--- src/rtl/seq_core_ctrl.sv ---
// seq_core_ctrl: multi-cycle fetch/decode/execute controller driving an external ROM and ALU.
// Define SEQ_CORE_CTRL_PERF_CNT_EN to add the saturating retired_cnt instruction counter.
module seq_core_ctrl #(
  parameter  int DATA_W  = 8,
  parameter  int NREGS   = 4,
  parameter  int ADDR_W  = 8,
  localparam int RSEL_W  = $clog2(NREGS),
  localparam int INSTR_W = 4 + 2*RSEL_W
) (
  input  logic               one_shot_clock,
  input  logic               reset,
  input  logic               run,
  output logic [ADDR_W-1:0]  rom_addr,
  input  logic [INSTR_W-1:0] rom_data,
  input  logic [DATA_W-1:0]  sw_a,
  input  logic [DATA_W-1:0]  sw_b,
  output logic [DATA_W-1:0]  alu_a,
  output logic [DATA_W-1:0]  alu_b,
  output logic [3:0]         alu_sel,
  input  logic [DATA_W-1:0]  alu_result,
  output logic [DATA_W-1:0]  out_reg,
  output logic               out_valid,
  output logic [ADDR_W-1:0]  pc,
  output logic [2:0]         state,
  output logic               halted,
  input  logic [RSEL_W-1:0]  dbg_sel,
  output logic [DATA_W-1:0]  dbg_data
`ifdef SEQ_CORE_CTRL_PERF_CNT_EN
  ,
  output logic [15:0]        retired_cnt
`endif
);

  typedef enum logic [2:0] {
    S_IDLE      = 3'd0,
    S_FETCH     = 3'd1,
    S_DECODE    = 3'd2,
    S_EXECUTE   = 3'd3,
    S_WRITEBACK = 3'd4,
    S_HALT      = 3'd5
  } state_t;

  localparam logic [3:0] OP_MOV  = 4'h8;
  localparam logic [3:0] OP_LDA  = 4'h9;
  localparam logic [3:0] OP_LDB  = 4'hA;
  localparam logic [3:0] OP_OUT  = 4'hB;
  localparam logic [3:0] OP_JMP  = 4'hC;
  localparam logic [3:0] OP_JZ   = 4'hD;
  localparam logic [3:0] OP_HALT = 4'hF;

  state_t state_q, state_d;

  logic [INSTR_W-1:0] ir;
  logic [3:0]         op;
  logic [RSEL_W-1:0]  rd, rs;
  logic               is_alu_op;
  logic [DATA_W-1:0]  regs [NREGS];
  logic [DATA_W-1:0]  rd_val, rs_val;
  logic [DATA_W-1:0]  result;
  logic [ADDR_W-1:0]  pc_next;

  assign op        = ir[INSTR_W-1 -: 4];
  assign rd        = ir[2*RSEL_W-1 -: RSEL_W];
  assign rs        = ir[RSEL_W-1:0];
  assign is_alu_op = ~op[3];
  assign rd_val    = regs[rd];
  assign rs_val    = regs[rs];

  assign rom_addr  = pc;
  assign state     = state_q;
  assign halted    = (state_q == S_HALT);
  assign dbg_data  = regs[dbg_sel];

  always_ff @(posedge one_shot_clock) begin
    if (reset) state_q <= S_IDLE;
    else       state_q <= state_d;
  end

  // run is only consulted at instruction boundaries, so dropping it never aborts one
  always_comb begin
    state_d = state_q;
    case (state_q)
      S_IDLE:      if (run) state_d = S_FETCH;
      S_FETCH:     state_d = S_DECODE;
      S_DECODE:    state_d = S_EXECUTE;
      S_EXECUTE:   state_d = S_WRITEBACK;
      S_WRITEBACK: begin
        if (op == OP_HALT) state_d = S_HALT;
        else if (run)      state_d = S_FETCH;
        else               state_d = S_IDLE;
      end
      S_HALT:      state_d = S_HALT;
      default:     state_d = S_IDLE;
    endcase
  end

  always_comb begin
    pc_next = pc + ADDR_W'(1);
    case (op)
      OP_JMP:  pc_next = ADDR_W'({rd, rs});
      OP_JZ:   if (rd_val == '0) pc_next = ADDR_W'(rs_val);
      OP_HALT: pc_next = pc;
      default: ;
    endcase
  end

  // All commits read the pre-edge register file, so rd==rs sources the old value
  always_ff @(posedge one_shot_clock) begin
    if (reset) begin
      pc        <= '0;
      ir        <= '0;
      result    <= '0;
      out_reg   <= '0;
      out_valid <= 1'b0;
      alu_a     <= '0;
      alu_b     <= '0;
      alu_sel   <= '0;
      for (int unsigned i = 0; i < NREGS; i++) regs[RSEL_W'(i)] <= '0;
    end else begin
      out_valid <= 1'b0;
      case (state_q)
        S_FETCH: ir <= rom_data;
        S_DECODE: begin
          if (is_alu_op) begin
            alu_a   <= rd_val;
            alu_b   <= rs_val;
            alu_sel <= op;
          end
        end
        S_EXECUTE: if (is_alu_op) result <= alu_result;
        S_WRITEBACK: begin
          pc <= pc_next;
          if (is_alu_op) begin
            regs[rd] <= result;
          end else begin
            case (op)
              OP_MOV: regs[rd] <= rs_val;
              OP_LDA: regs[rd] <= sw_a;
              OP_LDB: regs[rd] <= sw_b;
              OP_OUT: begin
                out_reg   <= rd_val;
                out_valid <= 1'b1;
              end
              default: ;
            endcase
          end
        end
        default: ;
      endcase
    end
  end

`ifdef SEQ_CORE_CTRL_PERF_CNT_EN
  always_ff @(posedge one_shot_clock) begin
    if (reset)
      retired_cnt <= '0;
    else if (state_q == S_WRITEBACK && retired_cnt != '1)
      retired_cnt <= retired_cnt + 16'd1;
  end
`endif

endmodule

--- config.mk ---
export PLATFORM = sky130hd
export DESIGN_NAME = seq_core_ctrl
export DESIGN_NICKNAME = d
export VERILOG_FILES = /design/src/rtl/seq_core_ctrl.sv
export SDC_FILE = /design/constraint.sdc
export NUM_CORES = 1
export LEC_CHECK = 0
export CAP_MARGIN = 20
export CORE_ASPECT_RATIO = 2
export CORE_MARGIN = 4
export CORE_UTILIZATION = 45
export DETAILED_ROUTE_END_ITERATION = 8
export PLACE_DENSITY = 0.74
export SLEW_MARGIN = 30
export SYNTH_ARGS = -nofsm -noshare
export SYNTH_HDL_FRONTEND = slang
export SYNTH_SLANG_ARGS = --single-unit
--- constraint.sdc ---
create_clock -name one_shot_clock -period 2.6 [get_ports one_shot_clock]
set_clock_uncertainty 0.2 [all_clocks]
set_input_delay 0.65 -clock one_shot_clock [delete_from_list [all_inputs] [get_ports one_shot_clock]]
set_output_delay 0.65 -clock one_shot_clock [all_outputs]
set_load 0.01 [all_outputs]
## Yosys cells after proc, flatten, opt, wreduce, memory -nomap -nowiden

Memories as Yosys holds them, arrays and structs flattened. A register that Yosys moved wholly into a read port is not among the register bits.
Cells that the tools add are included.

- Flip-flop bits (word level): 55
- RAM bits: 32
- Memories: 1
- Word-level logic and storage cells: 76
- Bits of input ports: 37

- Muxes and demuxes: 38
- Add/sub/neg operators: 1
- Reductions and logical operators: 8
- Equal/unequal tests: 13
- Bitwise logic cells: 6

Memories:

| memory | depth | bits a word | read ports | clocked after Yosys merged registers in | write ports | RTL line | text |
|---|---|---|---|---|---|---|---|
| regs | 4 | 8 | 3 | 2 | 4 | 57 | `logic [DATA_W-1:0] regs [NREGS];` |

Operators by type and width:

| operator | number |
|---|---|
| two-way mux 8 bit | 5 |
| equality test 4 bit (second input constant) | 7 |
| two-way mux 1 bit | 24 |
| one-hot mux 8 bit (3 select lines) | 1 |
| one-hot mux 3 bit (6 select lines) | 1 |
| two-way mux 2 bit | 5 |
| adder 8 x 1 -> 8 bit (second input constant) | 1 |
| zero test 8 bit | 1 |
| OR reduction 8 bit | 1 |
| equality test 3 x 2 -> 1 bit (second input constant) | 2 |
| equality test 3 bit (second input constant) | 2 |
| two-way mux 3 bit | 2 |
| AND reduction 2 bit | 3 |
| equality test 3 x 1 -> 1 bit (second input constant) | 1 |
| zero test 3 bit | 1 |
| NOT 1 bit | 3 |
| bitwise OR 1 bit | 3 |
| AND reduction 3 bit | 1 |
| OR reduction 3 bit | 1 |
| != test 2 bit (second input constant) | 1 |

## Logic depth before layout (Yosys ltp)

- Word-level depth: 11
- Mapped depth: 9
- Mapped depth without buffers: 7

## Worst setup path before layout

Ideal clock, no wire load.

- Path type: register to register
- Start point: register state_q[0], in the netlist state[0]
- End point: memory regs[0][0], enable pin
- Buffers on the path: 3
- Setup time: 0.334 ns
- Data arrival time: 2.158 ns
- Stages on the path, launching flop included: 8
- Path slack: -0.092 ns
- Period minus slack after synthesis: 2.692 ns
- Cells stage by stage: dfxtp_1 > buf_2 > or3b_1 > buf_2 > a211oi_1 > or3b_2 > clkbuf_1 > nand2b_1

RTL lines:

| element | RTL line | text |
|---|---|---|
| from (decl) | 51 | `state_t state_q, state_d;` |
| from (signal assigned) | 76 | `else state_q <= state_d;` |
| to (decl) | 57 |  |

## Worst setup path after layout

- Start point: input dbg_sel[0]
- End point: output dbg_data[7]

- Longest elaborated chain between the ends: 1

RTL lines:

| element | RTL line | text |
|---|---|---|
| from (decl) | 26 | `input logic [RSEL_W-1:0] dbg_sel,` |
| memory read (4 x 8 bit) | -- |  |
| to (decl) | 27 | `output logic [DATA_W-1:0] dbg_data` |

No other way between the ends.

==> run_results.csv <==
group,metric,value,unit
floorplan,fp.dieW,80.1,um
grt,grt_usage,22.4,%
route,wl_per_cell,19.1,um
place,port_buffers,92,
clock_tree,clockBufferDepth,2,
place,place_congestion,0.899,
critical_path,cp-start-kind,"primary input",
yosys,synth-seq-area-share,45.8,%
route,drtPass1Iterations,4,
clock_tree,cts.sinks,91,
place,dp_hpwl,10000,um
power_and_ir_drop,p_total,3410,uW
cells_and_area,multi_input_area,0.00239,mm2
timing,relSlewSlack,57.4,%
grt,grt_max_degree,51,
cells_and_area,nNetsFinal,591,
place,dp_cells,674,
critical_path,ff2ff_setup_slack,40,ps
cells_and_area,final_common_cell,"clkdlybuf4s50_1",
critical_path,crit_type,"in -> out",
critical_path,crit_arrival,1720,ps
critical_path,rr_endpoint,"pc[2]",
place,placedInstanceArea,0.00589,mm2
cells_and_area,nFillCells,874,
yosys,avgSynthCellArea,10.2,um2
floorplan,start_util,46.0,%
min_path,hold_path_end,"alu_sel[0]",
cells_and_area,drive_above_1_share,20.5,%
yosys,yosysWarnings,0,
power_and_ir_drop,p_per_area,550,mW/mm2
cells_and_area,diodes,0,
min_path,hold-path-cell-count,2,
floorplan,coreArea,0.0101,mm2
route,drc,0,
cells_and_area,seq_area,0.00214,mm2
yosys,synth_cell_types,51,
clock_tree,cts_made_buffers,9,
grt,antenna_found_initial,0,
yosys,synth_nets,498,
clock_tree,clkTransAtPathRegs,60,ps
critical_path,r2r_cells,7,
power_and_ir_drop,ir_worst_vdd,0.344,mV
timing,timing.fmax,389,MHz
floorplan,ios,94,
cells_and_area,largest_reg_flops,32,
critical_path,worstPathRequired,1750,ps
critical_path,endpoint_kind,"primary output",
yosys,synth_cells,460,
floorplan,die_h,152,um
clock_tree,ctsRootBufferMaster,"clkbuf_16",
power_and_ir_drop,p_leak,0.00217,uW
status,status,"finished clean",
min_path,hp-start,"alu_sel[0]",
cells_and_area,regMostFlops,"regs",
route,dr_total_vias,3935,
floorplan,die_area,0.0122,mm2
yosys,async_flop_share,0,%
timing,slew_viol_final,0,
floorplan,row_count,52,
grt,grt-ovfl-total,0,
cells_and_area,final_cell_mix,"81 x clkdlybuf4s50_1, 62 x nor2_1, 57 x dfxtp_1",
grt,grt_first_pass_wirelength,20900,um
cells_and_area,instances_no_fill,692,
timing,worstMarginPinSlew,639,ps
clock_tree,h-tree-depth,3,
grt,grt_pass1_vias,3920,
yosys,syn-cell-area,0.00467,mm2
cells_and_area,post-route-cell-area,0.00620,mm2
timing,final.setup.tns,0,ps
yosys,ys.flop_type,"dfxtp_1",
timing,setup_viol,0,
clock_tree,clk-insertion-delay-late,350,ps
route,drt_iter0_drc,232,
cells_and_area,area.growth.synth_to_final,32.8,%
timing,rsz0062_at_grt,"yes",
timing,min_period,2570,ps
min_path,min_path_type,"reg -> reg",
route,ant_nets,0,
route,wirelength,13200,um
critical_path,cp_max_fo,8,
job,timing.max_cap.violations,0,
clock_tree,cts_tree,"done",
timing,timing.final.crit_share,98.9,%
route,routed_via_density,5.69,
timing,finalHoldViolations,0,
yosys,synth-seq-cells,91,
yosys,synth_edf_count,32,
[worst max-delay path, stage by stage]
cell and delay (ps):
dlygate4sd2_1 240, buf_12 150, mux4_2 520, buf_2 160
[repair_timing]
item	in CTS	in global routing
endpoints found under the hold margin	0	0
setup endpoints to repair	8	14
setup buffers	0	3
gates resized for setup	34	6
hold buffers	0	0
pin swaps	0	2
[cell usage after synthesis (2+ instances only)]
master | number | area (um2)
nand2b_1 | 9 | 56.3
o221a_2 | 8 | 90.1
clkbuf_1 | 22 | 82.6
a211oi_1 | 3 | 22.5
a21oi_1 | 32 | 160
a21o_1 | 3 | 22.5
mux4_2 | 24 | 541
nor4_4 | 2 | 42.5
buf_1 | 5 | 18.8
nor2b_1 | 10 | 62.6
nand3b_1 | 6 | 45.0
dfxtp_1 | 59 | 1180
nor2_1 | 62 | 233
o21a_1 | 2 | 15.0
o21ai_0 | 19 | 95.1
nor3_1 | 15 | 75.1
nand2_1 | 53 | 199
and3_1 | 3 | 18.8
xnor2_1 | 2 | 17.5
buf_4 | 10 | 75.1
mux2i_1 | 22 | 220
nor3_2 | 2 | 20.0
o211ai_2 | 8 | 100
a31oi_1 | 2 | 12.5
xor2_1 | 2 | 17.5
or3_1 | 3 | 18.8
inv_1 | 8 | 30.0
edfxtp_1 | 32 | 961
buf_2 | 4 | 20.0
nand3_1 | 6 | 30.0
a221oi_1 | 2 | 17.5
[report_power, final]
part	total, uW	switching, uW	internal (uW)
combinational	462	234	228
clock	1380	543	839
sequential	1570	44.7	1520
[per-layer routing]
metal  part of all wire [%]  GRT usage, %  vias to the layer above
li1                       -             -                     1837
met4                    2.9          8.30                        0
met5                      0             0                        -
met2                     59          42.0                      160
met1                     34          24.0                     1908
met3                    4.4          4.03                       30
[layout make-up]
type / count / share of cell area, %
Multi-Input combinational cell: 319 / 38.5
Sequential cell: 91 / 34.6
Timing Repair Buffer: 124 / 18.8
Clock buffer: 10 / 3.71
Tap cell: 135 / 2.72
Clock inverter: 5 / 1.27
Inverter: 8 / 0.484
[cells by family (layout without fill, tap and decap cells)]
kind of cell,after synthesis,in the layout,synth area share (%)
xor gates and xnor gates,4,4,0.750
AOI/OAI and AO/OA,86,86,12.9
muxes,47,47,16.6
other,1,1,0.0802
buffers and inverters,50,147,5.09
and+or+nand+nor,180,180,18.5
adders and majority gates,1,1,0.268
DFF,91,91,45.8
[through the flow]
| step | util [%] | worst slack (ps) | hold slack (ps) |
|---|---|---|---|
| floorplan | - | 2.46 | 269 |
| global placement | 58.1 | -576 | 243 |
| detailed placement | 58.1 | -575 | 246 |
| CTS | 60.7 | 6.53 | 255 |
| global route | 61.1 | -21.3 | 268 |
| finish | 61.1 | 28.1 | 251 |
[worst max path at each step]
stage | from | endpoint | slack [ps]
floorplan | state[0] | regs[0][0] | 2
global placement | dbg_sel[0] | dbg_data[7] | -580
detailed placement | dbg_sel[0] | dbg_data[7] | -580
CTS | flop | pc[2] | 7
global route | flop | pc[2] | -20
finish | dbg_sel[0] | dbg_data[7] | 30
No activity file was read; power rests on OpenSTA's default activity.
